File: src/rtl/raycast_node_server_pkg.sv
// Shared definitions for the raycast node server: default widths and the
// responder FSM state encoding, so benches and neighbours agree on them.
package raycast_node_server_pkg;

  localparam int DEF_ADR_W   = 32;
  localparam int DEF_DATA_W  = 32;
  localparam int DEF_INDEX_W = 6;

  typedef enum logic [2:0] {
    ST_IDLE   = 3'd0,
    ST_LOOKUP = 3'd1,
    ST_FETCH  = 3'd2,
    ST_ACK    = 3'd3,
    ST_FLUSH  = 3'd4
  } node_state_e;

endpackage

File: src/rtl/raycast_node_cache_mem.sv
// Direct-mapped node cache storage: one node word per line, a tag per line
// and a valid vector that can be wiped in a single cycle. The read port is
// registered so the lookup result appears one cycle after the request.
module raycast_node_cache_mem #(
  parameter int INDEX_W = 6,
  parameter int TAG_W   = 26,
  parameter int DATA_W  = 32
) (
  input  logic               clk,
  input  logic               rst,
  input  logic               rd_en_i,
  input  logic [INDEX_W-1:0] rd_idx_i,
  output logic               rd_valid_o,
  output logic [TAG_W-1:0]   rd_tag_o,
  output logic [DATA_W-1:0]  rd_data_o,
  input  logic               wr_en_i,
  input  logic [INDEX_W-1:0] wr_idx_i,
  input  logic [TAG_W-1:0]   wr_tag_i,
  input  logic [DATA_W-1:0]  wr_data_i,
  input  logic               clear_i
);

  localparam int LINES = 1 << INDEX_W;

  logic [LINES-1:0]  valid_q;
  logic [TAG_W-1:0]  tag_q  [LINES];
  logic [DATA_W-1:0] data_q [LINES];
  logic              rd_valid_q;
  logic [TAG_W-1:0]  rd_tag_q;
  logic [DATA_W-1:0] rd_data_q;

  // Valid bits: reset and a scene flush wipe every line; a fill marks its line.
  always_ff @(posedge clk) begin
    if (rst) begin
      valid_q <= '0;
    end else if (clear_i) begin
      valid_q <= '0;
    end else if (wr_en_i) begin
      valid_q[wr_idx_i] <= 1'b1;
    end
  end

  // Tag and data arrays carry no reset; the valid vector decides what is live.
  always_ff @(posedge clk) begin
    if (wr_en_i) begin
      tag_q[wr_idx_i]  <= wr_tag_i;
      data_q[wr_idx_i] <= wr_data_i;
    end
  end

  // Registered read port: captures the addressed line so the FSM compares it next cycle.
  always_ff @(posedge clk) begin
    if (rst) begin
      rd_valid_q <= 1'b0;
      rd_tag_q   <= '0;
      rd_data_q  <= '0;
    end else if (rd_en_i) begin
      rd_valid_q <= valid_q[rd_idx_i];
      rd_tag_q   <= tag_q[rd_idx_i];
      rd_data_q  <= data_q[rd_idx_i];
    end
  end

  assign rd_valid_o = rd_valid_q;
  assign rd_tag_o   = rd_tag_q;
  assign rd_data_o  = rd_data_q;

endmodule

File: src/rtl/raycast_node_server.sv
// Node-fetch responder for raycast_core: serves node words from a small
// direct-mapped cache and fetches misses through a single-outstanding
// Wishbone-style read master. Far-child misses bypass allocation so they do
// not evict near nodes, and scene flushes wait for the current request.
module raycast_node_server
  import raycast_node_server_pkg::*;
#(
  parameter int ADR_W   = DEF_ADR_W,
  parameter int DATA_W  = DEF_DATA_W,
  parameter int INDEX_W = DEF_INDEX_W
) (
  input  logic              clk,
  input  logic              rst,
  input  logic              node_req_i,
  input  logic              node_req_far_i,
  input  logic [ADR_W-1:0]  node_req_adr_i,
  output logic              node_ack_o,
  output logic [DATA_W-1:0] node_data_o,
  output logic [ADR_W-1:0]  node_adr_o,
  input  logic              flush_i,
  output logic              mem_cyc_o,
  output logic              mem_stb_o,
  output logic [ADR_W-1:0]  mem_adr_o,
  input  logic              mem_ack_i,
  input  logic [DATA_W-1:0] mem_dat_i,
  output logic [31:0]       hit_count_o,
  output logic [31:0]       miss_count_o
);

  localparam int TAG_W = ADR_W - INDEX_W;

  node_state_e       state_q, state_d;
  logic [ADR_W-1:0]  adr_q, adr_d;
  logic              far_q, far_d;
  logic              flush_pend_q, flush_pend_d;
  logic              node_ack_q, node_ack_d;
  logic [DATA_W-1:0] node_data_q, node_data_d;
  logic [ADR_W-1:0]  node_adr_q, node_adr_d;
  logic              mem_cyc_q, mem_cyc_d;
  logic [ADR_W-1:0]  mem_adr_q, mem_adr_d;
  logic [31:0]       hit_cnt_q, hit_cnt_d;
  logic [31:0]       miss_cnt_q, miss_cnt_d;

  logic              rd_en;
  logic              wr_en;
  logic              clear;
  logic              rd_valid;
  logic [TAG_W-1:0]  rd_tag;
  logic [DATA_W-1:0] rd_data;
  logic              cache_hit;

  raycast_node_cache_mem #(
    .INDEX_W (INDEX_W),
    .TAG_W   (TAG_W),
    .DATA_W  (DATA_W)
  ) u_cache (
    .clk        (clk),
    .rst        (rst),
    .rd_en_i    (rd_en),
    .rd_idx_i   (node_req_adr_i[INDEX_W-1:0]),
    .rd_valid_o (rd_valid),
    .rd_tag_o   (rd_tag),
    .rd_data_o  (rd_data),
    .wr_en_i    (wr_en),
    .wr_idx_i   (adr_q[INDEX_W-1:0]),
    .wr_tag_i   (adr_q[ADR_W-1:INDEX_W]),
    .wr_data_i  (mem_dat_i),
    .clear_i    (clear)
  );

  assign cache_hit = rd_valid && (rd_tag == adr_q[ADR_W-1:INDEX_W]);

  // State and output registers; reset abandons any memory cycle and drops all results.
  always_ff @(posedge clk) begin
    if (rst) begin
      state_q      <= ST_IDLE;
      adr_q        <= '0;
      far_q        <= 1'b0;
      flush_pend_q <= 1'b0;
      node_ack_q   <= 1'b0;
      node_data_q  <= '0;
      node_adr_q   <= '0;
      mem_cyc_q    <= 1'b0;
      mem_adr_q    <= '0;
      hit_cnt_q    <= '0;
      miss_cnt_q   <= '0;
    end else begin
      state_q      <= state_d;
      adr_q        <= adr_d;
      far_q        <= far_d;
      flush_pend_q <= flush_pend_d;
      node_ack_q   <= node_ack_d;
      node_data_q  <= node_data_d;
      node_adr_q   <= node_adr_d;
      mem_cyc_q    <= mem_cyc_d;
      mem_adr_q    <= mem_adr_d;
      hit_cnt_q    <= hit_cnt_d;
      miss_cnt_q   <= miss_cnt_d;
    end
  end

  // Next-state logic: flushes outside IDLE are remembered and run once the request completes.
  always_comb begin
    state_d      = state_q;
    adr_d        = adr_q;
    far_d        = far_q;
    flush_pend_d = flush_pend_q | flush_i;
    node_ack_d   = 1'b0;
    node_data_d  = node_data_q;
    node_adr_d   = node_adr_q;
    mem_cyc_d    = mem_cyc_q;
    mem_adr_d    = mem_adr_q;
    hit_cnt_d    = hit_cnt_q;
    miss_cnt_d   = miss_cnt_q;
    rd_en        = 1'b0;
    wr_en        = 1'b0;
    clear        = 1'b0;
    unique case (state_q)
      ST_IDLE: begin
        if (flush_pend_q || flush_i) begin
          state_d = ST_FLUSH;
        end else if (node_req_i) begin
          adr_d   = node_req_adr_i;
          far_d   = node_req_far_i;
          rd_en   = 1'b1;
          state_d = ST_LOOKUP;
        end
      end
      ST_LOOKUP: begin
        if (cache_hit) begin
          node_ack_d  = 1'b1;
          node_data_d = rd_data;
          node_adr_d  = adr_q;
          hit_cnt_d   = hit_cnt_q + 32'd1;
          state_d     = ST_ACK;
        end else begin
          mem_cyc_d  = 1'b1;
          mem_adr_d  = adr_q;
          miss_cnt_d = miss_cnt_q + 32'd1;
          state_d    = ST_FETCH;
        end
      end
      ST_FETCH: begin
        if (mem_ack_i) begin
          mem_cyc_d   = 1'b0;
          node_ack_d  = 1'b1;
          node_data_d = mem_dat_i;
          node_adr_d  = adr_q;
          wr_en       = !far_q;
          state_d     = ST_ACK;
        end
      end
      ST_ACK: begin
        state_d = ST_IDLE;
      end
      ST_FLUSH: begin
        clear        = 1'b1;
        flush_pend_d = 1'b0;
        state_d      = ST_IDLE;
      end
      default: begin
        state_d = ST_IDLE;
      end
    endcase
  end

  assign node_ack_o   = node_ack_q;
  assign node_data_o  = node_data_q;
  assign node_adr_o   = node_adr_q;
  assign mem_cyc_o    = mem_cyc_q;
  assign mem_stb_o    = mem_cyc_q;
  assign mem_adr_o    = mem_adr_q;
  assign hit_count_o  = hit_cnt_q;
  assign miss_count_o = miss_cnt_q;

endmodule

File: config.mk
export PLATFORM = sky130hd
export DESIGN_NAME = raycast_node_server
export DESIGN_NICKNAME = d
export VERILOG_FILES = /design/src/rtl/raycast_node_server_pkg.sv /design/src/rtl/raycast_node_cache_mem.sv /design/src/rtl/raycast_node_server.sv
export SDC_FILE = /design/constraint.sdc
export NUM_CORES = 2
export LEC_CHECK = 0
export BUFFER_PORTS_ARGS = -buffer_cell sky130_fd_sc_hd__buf_2
export CORE_MARGIN = 2
export CORE_UTILIZATION = 32
export CTS_CLUSTER_SIZE = 24
export DETAILED_ROUTE_END_ITERATION = 6
export PLACE_DENSITY = 0.58
export SETUP_SLACK_MARGIN = 0.3
export SYNTH_ARGS = -nofsm -noshare
export SYNTH_HDL_FRONTEND = slang
export SYNTH_SLANG_ARGS = --single-unit
File: constraint.sdc
create_clock -name clk -period 6 [get_ports clk]
set_input_delay 0.3 -clock clk [delete_from_list [all_inputs] [get_ports clk]]
set_output_delay 0.3 -clock clk [all_outputs]
set_load 0.005 [all_outputs]
==> insert_results.sql <==
INSERT INTO impl_metrics (metric_group, metric, value, unit) VALUES
('synthesis', 'mappedNetlistNets', '7220', ''),
('worst_setup_path', 'cp.arrival', '5120', 'ps'),
('worst_setup_path', 'timing.critical_path.max_delay_family', 'simple AND/OR/NAND/NOR gates', ''),
('layout', 'utilization', '37.26', '%'),
('global_routing', 'via_count_of_the_first_global_routing_pass', '77538', ''),
('global_routing', 'global_route.usage.total', '17.86', '%'),
('worst_hold_path', 'worstHoldPathType', 'in -> reg', ''),
('synthesis', 'netlist_area', '154000', 'sq um'),
('placement', 'port_buffers', '232', ''),
('pwr', 'power.density_cell_area', '329.7', 'nW/um^2'),
('global_routing', 'largest_net_degree_at_the_start_of_global_routing', '111', ''),
('pwr', 'power_frac_seq', '52.5', '%'),
('worst_setup_path', 'worst_reg_to_reg_path_cell_count', '7', ''),
('timing', 'hold_viol_final', '0', ''),
('floorplan', 'pin_count', '233', ''),
('floorplan', 'std_cell_rows', '254', ''),
('cts', 'post_cts.repair.setup_buffers', '0', ''),
('worst_setup_path', 'start_kind', 'flip-flop', ''),
('global_routing', 'grt_antenna_before_repair', '58', ''),
('timing', 'fmaxAchievable', '233.2', 'MHz'),
('floorplan', 'core_area', '478900', 'sq um'),
('synthesis', 'netlist_instances', '7148', ''),
('status', 'run_status', 'finished, final reports clean', ''),
('global_routing', 'grt_pass1_wl', '622700', 'um'),
('detailed_routing', 'post_route_drc', '0', ''),
('synthesis', 'synth-seq-area-share', '76.57', '%'),
('global_routing', 'globalRoute.totalOverflow', '0', ''),
('timing', 'finalCriticalPeriod', '4289', 'ps'),
('cts', 'cts_buffers', '405', ''),
('detailed_routing', 'detail_route.iter0.violations', '11172', ''),
('worst_setup_path', 'setup.worst_path.class', 'reg -> reg', ''),
('timing', 'final_max_slew_viol_count', '0', ''),
('detailed_routing', 'routed-via-count', '78418', ''),
('detailed_routing', 'post_drt_via_cell_ratio', '5.423', ''),
('timing', 'grt_setup_unrepaired', 'no', ''),
('placement', 'gp_congestion', '0.8475', ''),
('cts', 'clkLatencyLatePin', '960', 'ps'),
('pwr', 'power.clock.fraction', '42.5', '%'),
('synthesis', 'synth_edf_count', '3712', ''),
('worst_setup_path', 'critPathSlowestCell', 'sky130_fd_sc_hd__nand3_4', ''),
('detailed_routing', 'drt_pre_antenna_iters', '6', ''),
('floorplan', 'initial_utilization', '32.15', '%'),
('synthesis', 'dominantRegCellSynth', 'sky130_fd_sc_hd__edfxtp_1', ''),
('pwr', 'power_switching_share', '21.78', '%'),
('synthesis', 'synth_cell_types', '61', ''),
('pwr', 'leakagePower', '57.67', 'nW'),
('cts', 'h-tree-depth', '5', ''),
('detailed_routing', 'detail_route.wl_per_cell', '31.00', 'um'),
('synthesis', 'ys.warnings.count', '0', ''),
('timing', 'worst-slew-pin-transition', '1353', 'ps'),
('synthesis', 'async_flop_share', '0', '%'),
('pwr', 'power.internal', '46.02', 'mW'),
('worst_setup_path', 'critPathRequiredTime', '6830', 'ps'),
('worst_setup_path', 'cp_num_cells', '7', ''),
('run', 'cap_violations', '0', ''),
('pwr', 'ir_worst_vdd', '0.0002560', 'V'),
('layout', 'drive_above_1_share', '29.31', '%'),
('timing', 'final.period_utilization', '71.48', '%'),
('pwr', 'share_comb_of_total_power', '5.0', '%'),
('worst_setup_path', 'worst-path-max-fanout', '47', ''),
('timing', 'setup_viol', '0', ''),
('cts', 'cts_num_sinks', '4034', ''),
('detailed_routing', 'routed_wl', '448300', 'um'),
('cts', 'clockRootBuffer', 'sky130_fd_sc_hd__clkbuf_16', ''),
('detailed_routing', 'detail-route-antenna-nets', '0', ''),
('cts', 'clockBufferDepth', '4', ''),
('synthesis', 'syn-mean-instance-area', '21.54', 'sq um'),
('floorplan', 'floorplan.die_area', '486800', 'sq um'),
('floorplan', 'horizontal_die_dimension', '697.7', 'um'),
('worst_setup_path', 'cpPeakStageDelay', '900', 'ps'),
('cts', 'postCtsResizedCells', '0', '');
final cells by class:
type / count / area [sq um]
Inverter: 12 / 60.06
Antenna cell: 15 / 37.54
Clock inverter: 193 / 1944
Fill cell: 43075 / 300500
Multi-Input combinational cell: 2683 / 34700
Tap cell: 6400 / 8008
Sequential cell: 4034 / 118000
Clock buffer: 558 / 11170
Timing Repair Buffer: 566 / 4594
power by group through the flow:
stage | logic [mW] | clock network [mW] | registers (mW)
floorplan | 1.47 | 0 | 31.5
global placement | 2.86 | 0 | 31.5
detailed placement | 2.89 | 0 | 31.5
CTS | 2.94 | 25.4 | 30.9
global route | 3.07 | 26.4 | 30.9
finish | 2.93 | 25.0 | 30.9
metrics by stage:
step / setup WS (ps) / instance area (sq um) / power, mW / instances
after global routing: 1695 / 178400 / 60.37 / 14449
after global placement: 1809 / 164700 / 34.32 / 13630
final: 1711 / 178500 / 58.83 / 14461
after detailed placement: 1803 / 164700 / 34.35 / 13630
after floorplan: 1460 / 154000 / 32.95 / 7148
after CTS: 1777 / 178400 / 59.20 / 14446
kinds of logic (layout without fill, tap and decap cells):
group | Yosys count | count (layout) | share of synthesized area (%)
DFF | 4034 | 4034 | 76.57
muxes | 1321 | 1321 | 17.44
and+or+nand+nor | 868 | 868 | 2.627
AOI/OAI and AO/OA | 464 | 464 | 1.921
buffers and inverters | 431 | 1329 | 1.269
xor gates and xnor gates | 28 | 28 | 0.1593
adders and majority gates | 2 | 2 | 0.01625
other | 0 | 15 | 0
synth_stat cells, types with 3 or more instances:
library cell	instances	area (sq um)
sky130_fd_sc_hd__a211oi_1	59	442.9
sky130_fd_sc_hd__a21oi_1	93	465.5
sky130_fd_sc_hd__a22oi_1	23	172.7
sky130_fd_sc_hd__a311oi_1	30	262.8
sky130_fd_sc_hd__a31oi_1	5	31.28
sky130_fd_sc_hd__and2_1	4	25.02
sky130_fd_sc_hd__and3_1	10	62.56
sky130_fd_sc_hd__and4_1	6	52.55
sky130_fd_sc_hd__buf_1	33	123.9
sky130_fd_sc_hd__buf_2	155	775.7
sky130_fd_sc_hd__buf_4	28	210.2
sky130_fd_sc_hd__buf_6	5	56.30
sky130_fd_sc_hd__clkbuf_1	198	743.2
sky130_fd_sc_hd__dfxtp_1	322	6446
sky130_fd_sc_hd__edfxtp_1	3712	111500
sky130_fd_sc_hd__inv_1	10	37.54
sky130_fd_sc_hd__mux2_2	88	991.0
sky130_fd_sc_hd__mux2i_1	151	1511
sky130_fd_sc_hd__mux4_2	1080	24320
sky130_fd_sc_hd__nand2_1	250	938.4
sky130_fd_sc_hd__nand2b_1	7	43.79
sky130_fd_sc_hd__nand3_1	75	375.4
sky130_fd_sc_hd__nand3b_1	6	45.04
sky130_fd_sc_hd__nand4_1	28	175.2
sky130_fd_sc_hd__nor2_1	254	953.4
sky130_fd_sc_hd__nor2b_1	53	331.6
sky130_fd_sc_hd__nor3_1	116	580.6
sky130_fd_sc_hd__nor3b_1	7	52.55
sky130_fd_sc_hd__nor4_1	14	87.58
sky130_fd_sc_hd__nor4_2	4	50.05
sky130_fd_sc_hd__o21a_1	64	480.5
sky130_fd_sc_hd__o21ai_0	105	525.5
sky130_fd_sc_hd__o21ai_1	4	20.02
sky130_fd_sc_hd__o22ai_1	56	350.3
sky130_fd_sc_hd__o31ai_1	9	67.56
sky130_fd_sc_hd__o41ai_1	3	26.28
sky130_fd_sc_hd__or3_1	9	56.30
sky130_fd_sc_hd__or4_1	13	97.59
sky130_fd_sc_hd__xnor2_1	24	210.2
sky130_fd_sc_hd__xor2_1	4	35.03
flip-flops by register name, indices dropped and copies added (netlist names), 3 cells and up:
signal and flops:
adr_q 32, hit_count_o 32, mem_adr_o 32, miss_count_o 32, node_adr_o 32, node_data_o 32
state_q 3, u_cache.data_q 2048, u_cache.rd_data_o 32, u_cache.rd_tag_o 26, u_cache.tag_q 1664, u_cache.valid_q 64
per-layer routing:
layer / up-vias / part of all wire, % / track usage [%]
met4: 20 / 2.6 / 4.371
li1: 31025 / - / -
met5: - / 0.028 / 0
met2: 4233 / 45 / 27.28
met1: 42558 / 41 / 25.62
met3: 582 / 11 / 4.477
timing repair:
action | 4_1_cts | 5_1_grt
hold buffers | 65 | 0
endpoints found under the hold margin | 623 | 0
setup endpoints to repair | 0 | 0
final timing paths:
path                                     from                     end  slack [ps]
worst max-delay path               state_q[2]   u_cache.rd_data_o[10]        1710
worst min-delay path            mem_dat_i[30]  u_cache.data_q[62][30]          50
worst max register to register     state_q[2]   u_cache.rd_data_o[10]        1710
worst min register to register  mem_adr_o[16]           mem_adr_o[16]         460
Power figures use the tool's default switching activity.
